### src/rtl/rfphoenix_mem_req_dispatch.sv
// Memory request dispatcher: pops one queued request at a time and runs it as
// a single bus cycle, then holds the completed request until the consumer takes it.
`timescale 1ns/1ps

package rfphoenix_mem_pkg;
    typedef enum logic [3:0] {
        MR_NOP   = 4'd0,
        MR_LOAD  = 4'd1,
        MR_LOADZ = 4'd2,
        MR_STORE = 4'd3,
        MR_CACHE = 4'd4
    } mem_func_e;

    typedef enum logic [2:0] {
        SZ_BYT   = 3'd0,
        SZ_WYDE  = 3'd1,
        SZ_TETRA = 3'd2,
        SZ_OCTA  = 3'd3
    } mem_size_e;

    typedef struct packed {
        mem_func_e      func;
        mem_size_e      sz;
        logic [31:0]    adr;
        logic [127:0]   dat;
        logic [7:0]     tid;
    } sMemoryRequest;
endpackage

module rfphoenix_mem_req_dispatch
    import rfphoenix_mem_pkg::*;
#(
    parameter int AWID  = 32,
    parameter int TOCNT = 256
) (
    input  logic            clk,
    input  logic            rst,
    input  logic            req_valid,
    input  sMemoryRequest   req,
    output logic            rd,
    output logic            cyc_o,
    output logic            stb_o,
    output logic            we_o,
    output logic [15:0]     sel_o,
    output logic [AWID-1:0] adr_o,
    output logic [127:0]    dat_o,
    input  logic            ack_i,
    input  logic            err_i,
    input  logic [127:0]    dat_i,
    output logic            resp_valid,
    output sMemoryRequest   resp,
    output logic            resp_err,
    input  logic            resp_rdy
);

    localparam int CW = (TOCNT > 1) ? $clog2(TOCNT) : 1;

    typedef enum logic [1:0] {IDLE, ACCESS, RESP} state_e;

    state_e         state;
    sMemoryRequest  cap;
    logic [CW-1:0]  tmo;

    logic [15:0]    size_mask;
    logic [31:0]    lane_wide;
    logic           lane_ovf;
    logic           is_read;
    logic           is_write;
    logic [AWID-1:0] adr_full;
    logic [127:0]   store_dat;
    logic [127:0]   load_raw;
    sMemoryRequest  done_resp;
    sMemoryRequest  reject_resp;

    // Align the loaded lanes to bit 0, then trim/extend to the access size.
    function automatic logic [127:0] load_extend(input mem_func_e f, input mem_size_e s,
                                                 input logic [127:0] raw);
        logic sx;
        sx = (f == MR_LOAD);
        case (s)
            SZ_BYT:   return {96'h0, {24{sx & raw[7]}}, raw[7:0]};
            SZ_WYDE:  return {96'h0, {16{sx & raw[15]}}, raw[15:0]};
            SZ_TETRA: return {96'h0, raw[31:0]};
            default:  return {64'h0, raw[63:0]};
        endcase
    endfunction

    always_comb begin
        case (req.sz)
            SZ_BYT:   size_mask = 16'h0001;
            SZ_WYDE:  size_mask = 16'h0003;
            SZ_TETRA: size_mask = 16'h000F;
            default:  size_mask = 16'h00FF;
        endcase
    end

    // Lanes pushed past lane 15 mean the access straddles the 16-byte bus word.
    assign lane_wide = {16'h0, size_mask} << req.adr[3:0];
    assign lane_ovf  = |lane_wide[31:16];
    assign is_read   = (req.func == MR_LOAD) || (req.func == MR_LOADZ);
    assign is_write  = (req.func == MR_STORE);
    assign adr_full  = AWID'(req.adr);
    assign store_dat = req.dat << {req.adr[3:0], 3'b000};
    assign load_raw  = dat_i >> {cap.adr[3:0], 3'b000};

    assign rd = rst && req_valid && (state == IDLE);

    always_comb begin
        done_resp     = cap;
        done_resp.dat = '0;
        if (ack_i && !err_i && (cap.func != MR_STORE))
            done_resp.dat = load_extend(cap.func, cap.sz, load_raw);
        reject_resp     = req;
        reject_resp.dat = '0;
    end

    always_ff @(posedge clk or negedge rst) begin
        if (!rst) begin
            state      <= IDLE;
            cap        <= '0;
            tmo        <= '0;
            cyc_o      <= 1'b0;
            stb_o      <= 1'b0;
            we_o       <= 1'b0;
            sel_o      <= '0;
            adr_o      <= '0;
            dat_o      <= '0;
            resp_valid <= 1'b0;
            resp_err   <= 1'b0;
            resp       <= '0;
        end else begin
            case (state)
                IDLE: begin
                    if (req_valid) begin
                        cap <= req;
                        tmo <= '0;
                        if ((is_read || is_write) && !lane_ovf) begin
                            state <= ACCESS;
                            cyc_o <= 1'b1;
                            stb_o <= 1'b1;
                            we_o  <= is_write;
                            sel_o <= lane_wide[15:0];
                            adr_o <= {adr_full[AWID-1:4], 4'h0};
                            dat_o <= is_write ? store_dat : '0;
                        end else begin
                            state      <= RESP;
                            resp_valid <= 1'b1;
                            resp_err   <= 1'b1;
                            resp       <= reject_resp;
                        end
                    end
                end
                ACCESS: begin
                    // Error outranks ack; timeout is an error with no bus answer.
                    if (err_i || ack_i || (tmo == CW'(TOCNT - 1))) begin
                        state      <= RESP;
                        cyc_o      <= 1'b0;
                        stb_o      <= 1'b0;
                        we_o       <= 1'b0;
                        sel_o      <= '0;
                        resp_valid <= 1'b1;
                        resp_err   <= err_i || !ack_i;
                        resp       <= done_resp;
                    end else begin
                        tmo <= tmo + 1'b1;
                    end
                end
                RESP: begin
                    if (resp_rdy) begin
                        state      <= IDLE;
                        resp_valid <= 1'b0;
                        resp_err   <= 1'b0;
                    end
                end
                default: state <= IDLE;
            endcase
        end
    end

endmodule

### config.mk
export PLATFORM = sky130hd
export DESIGN_NAME = rfphoenix_mem_req_dispatch
export DESIGN_NICKNAME = d
export VERILOG_FILES = /design/src/rtl/rfphoenix_mem_req_dispatch.sv
export SDC_FILE = /design/constraint.sdc
export NUM_CORES = 1
export LEC_CHECK = 0
export ABC_AREA = 1
export BUFFER_PORTS_ARGS = -buffer_cell sky130_fd_sc_hd__buf_4
export CAP_MARGIN = 10
export CELL_PAD_IN_SITES_DETAIL_PLACEMENT = 0
export CELL_PAD_IN_SITES_GLOBAL_PLACEMENT = 2
export CORE_ASPECT_RATIO = 1.4
export CORE_MARGIN = 2
export CORE_UTILIZATION = 25
export DETAILED_ROUTE_END_ITERATION = 7
export GPL_TIMING_DRIVEN = 0
export PLACE_DENSITY = 0.8
export SLEW_MARGIN = 20
export SYNTH_ARGS = -nofsm -noshare
export SYNTH_HDL_FRONTEND = slang
export SYNTH_SLANG_ARGS = --single-unit
export TNS_END_PERCENT = 1
### constraint.sdc
create_clock -name clk -period 1.82 [get_ports clk]
set_clock_uncertainty 0.05 [all_clocks]
set_input_delay 0.182 -clock clk [delete_from_list [all_inputs] [get_ports clk]]
set_output_delay 0.182 -clock clk [all_outputs]
set_load 0.05 [all_outputs]
==> metrics.md <==
| Metric | Value |
|---|---|
| Slew @ Worst Pin | `1.08 ns` |
| Crit path time final | `2.03 ns` |
| Post-route cell area | `0.0351 mm^2` |
| Crit path DAT | `2.52 ns` |
| Num rows | `133` |
| Netlist cell types | `44` |
| Final setup viols | `125` |
| Skew-Pair Late Insertion Delay | `0.61 ns` |
| Synthesized flop and latch total | `344` |
| Starting density of the core | `25.1%` |
| Status | `finished with violations` |
| Clk root buf | `clkbuf_16` |
| Total Wirelength | `180000 um` |
| Clock Path Buffers | `3` |
| TritonRoute pass-1 iters | `6` |
| Rel. slew slack | `27.8%` |
| Fin util | `37.5%` |
| Proportion of layout cells with a drive suffix above 1 | `30.4%` |
| Final Max Slew Viols | `0` |
| Synth-to-layout area growth | `49.3%` |
| Core area | `0.0935 mm^2` |
| PwrDens | `1260 mW/mm^2` |
| Post-Syn Area | `0.0235 mm^2` |
| # port buffers | `596` |
| Grt ovf | `0` |
| Sequential element share of the synthesized area | `36.7%` |
| Final worst-path cycle share | `112%` |
| Tot Pwr | `44.2 mW` |
| DP Worst Slack | `-1.36 ns` |
| Routed Antenna Nets | `0` |
| Ys async rst share | `100%` |
| Largest family of logic cells by synthesized area | `simple AND/OR/NAND/NOR gates` |
| Ys Warns | `0` |
| Vias in the first global route | `30700` |
| Synth Area in Compound Gates | `12.8%` |
| Final Net Count | `4819` |
| # DRC | `0` |
| Crit end category | `flop` |
| Max rail drop VDD | `0.000740 V` |
| Yosys top cell by area | `dfrtp_1` |
| Startpoint types | `flop` |
| First-pass GRT wire length | `244000 um` |
| Die Y-Extent | `367 um` |
| Largest net degree at the start of global routing | `95` |
| Num ports | `666` |
| DR WL/cell | `31.3 um` |
| Mux share of post-synthesis cell area | `0.128%` |
| Max Freq | `0.492 GHz` |
| Total track usage | `36.4%` |
| Leak | `18.4 nW` |
| Avg Cell Area, Syn | `6.37 um^2` |
| TritonCTS Buffers | `41` |
| Post-Synthesis Cells | `3687` |
| CTS tree | `yes` |
| Worst Path Max Fanout | `10` |
| PnR worst setup slack | `-0.212 ns` |
| CTS Sinks | `344` |
| Initial antenna violation count | `8` |
| H-Tree Level Count | `2` |
| Max Cap Viol | `0` |
| CTS Hold Buffers Added | `58` |
| Xor-xnor portion of the synthesized cell area | `0.112%` |
| Failing checks | `hold timing, setup timing` |
| Synthesized-area fraction occupied by adder cells | `0.0533%` |
| Leading post-synthesis cells by cell area | `dfrtp_1, nand2_1, nand3_1, o21ai_0, buf_4` |
| DRT iter0 DRCs | `2469` |
| WHS | `-0.340 ns` |
| Die width | `263 um` |
| RD Place Congestion | `1.08` |
| CTS clock-pin slew for the worst setup and hold paths | `0.06 ns` |
| Number of flops mapped to enable cells by yosys | `0` |
| Worst Path Required | `2.30 ns` |
| HP Class | `primary input to asynchronous set/reset pin` |
| Vias per cell | `5.26` |
| Unrepaired setup endpoints after global routing | `yes` |
| Top-area cell type share of the netlist area | `36.7%` |
| Die Area | `0.0964 mm^2` |
| Final hold violations | `138` |
| Placed Area | `0.0299 mm^2` |
| Vias after detailed routing | `30300` |
| Critical path class | `flop to flop` |
| Synth Area in Simple Gates | `40.9%` |
| HPWL Detailed | `143000 um` |
| Primary FF master, synth | `dfrtp_1` |
## path summary, 6_finish.rpt
path | start | endpoint | slack [ns] | cells after the start
worst min-delay path | rst | resp[136] | -0.34 | 2
worst min register to register | sel_o[7] | sel_o[7] | 0.42 | 2
min in group clk | dat_i[122] | resp[66] | 0.04 | 5
max in group asynchronous | rst | cap[153] | 0.75 | 5
worst max register to register | cap[136] | resp[22] | -0.21 | 12
worst max-delay path | cap[136] | resp[22] | -0.21 | 12
## critical path: stages, from the launching register on
cell and delay, ns:
dfrtp_2 0.44, inv_2 0.10, buf_8 0.13, buf_12 0.18, buf_12 0.17, nand2_1 0.09, nand3_1 0.12, nand3_4 0.13
nand3_2 0.11, o211ai_1 0.20, nand2_1 0.12, nand2_1 0.05, nand2_1 0.06
## repair_timing
action	in CTS	in global routing
setup endpoints to repair	333	268
pin swaps	59	40
cloned	8	1
resized for setup	583	266
hold endpoints to repair	237	138
buffers inserted	32	14
## final cells by class
cell class / count / area [um^2]
Buffer: 339 / 2770
Antenna cell: 5 / 12.5
Multi-Input combinational cell: 2962 / 14500
Timing Repair Buffer: 712 / 5870
Clock buffer: 59 / 1230
Fill cell: 10400 / 58500
Inverter: 109 / 415
Tap cell: 1215 / 1520
Sequential cell: 344 / 8610
Clock inverter: 12 / 130
## through the flow
stage | instances | TNS [ns]
after floorplan | 3754 | -0.747
after global placement | 5565 | -1362.55
after detailed placement | 5569 | -220.70
after CTS | 5738 | -12.77
after global routing | 5752 | -20.47
final | 5757 | -11.81
## synthesized netlist by cell type, types with 2 or more instances
| cell | n |
|---|---|
| a21oi_1 | 105 |
| a22oi_1 | 2 |
| a31oi_1 | 10 |
| and2_0 | 5 |
| and2_1 | 5 |
| buf_1 | 40 |
| buf_2 | 100 |
| buf_4 | 78 |
| buf_6 | 14 |
| clkbuf_1 | 107 |
| clkinv_1 | 2 |
| dfrtp_1 | 344 |
| inv_1 | 99 |
| inv_2 | 8 |
| mux2i_1 | 3 |
| nand2_1 | 1668 |
| nand2_2 | 4 |
| nand3_1 | 535 |
| nand3_2 | 2 |
| nand4_1 | 5 |
| nor2_1 | 67 |
| nor2_2 | 3 |
| nor2_4 | 3 |
| nor3_1 | 3 |
| o2111ai_1 | 2 |
| o211ai_1 | 29 |
| o21a_1 | 8 |
| o21ai_0 | 321 |
| o21ai_1 | 49 |
| o21ai_2 | 6 |
| o22ai_1 | 5 |
| o311ai_0 | 2 |
| o31ai_1 | 15 |
| or2_2 | 27 |
| xor2_1 | 2 |
## power breakdown
| group | leakage, nW | internal, mW | switching, mW |
|---|---|---|---|
| logic | 13.2 | 7.80 | 18.0 |
| registers | 4.59 | 8.92 | 0.818 |
| clock network | 0.672 | 4.89 | 3.73 |
| total | 18.4 | 21.6 | 22.6 |
## per-layer routing
| layer | wire length, um | vias up | GRT usage [%] |
|---|---|---|---|
| met5 | 38 | - | 0 |
| met4 | 19400 | 6 | 30.7 |
| met3 | 11600 | 563 | 6.71 |
| met2 | 87100 | 1547 | 63.7 |
| met1 | 62200 | 14600 | 37.8 |
| li1 | - | 13500 | - |
## sequential cells by signal (all words and copies together), names as in the netlist, 2 cells and up
register / count
sel_o: 16
dat_o: 128
tmo: 8
resp: 111
state: 2
adr_o: 28
cap: 47
## kinds of logic after synthesis
logic type,count (synthesis)
XOR/XNOR,3
flip-flops,344
adder cells (fa/ha/maj),1
multiplexers,3
buffers and inverters,448
other,1
AO/OA/AOI/OAI,557
AND/OR/NAND/NOR,2330
## layout by cell type (no fill, tap or decap), types with 54 or more instances in the layout
cell type,count
o21ai_1,104
buf_4,733
nor2_1,54
inv_1,89
nand3_2,93
a21oi_1,95
dfrtp_1,341
conb_1,68
nand3_1,423
o21ai_0,243
nand2_1,1544
nand2_2,98
Power figures use the tool's default switching activity.
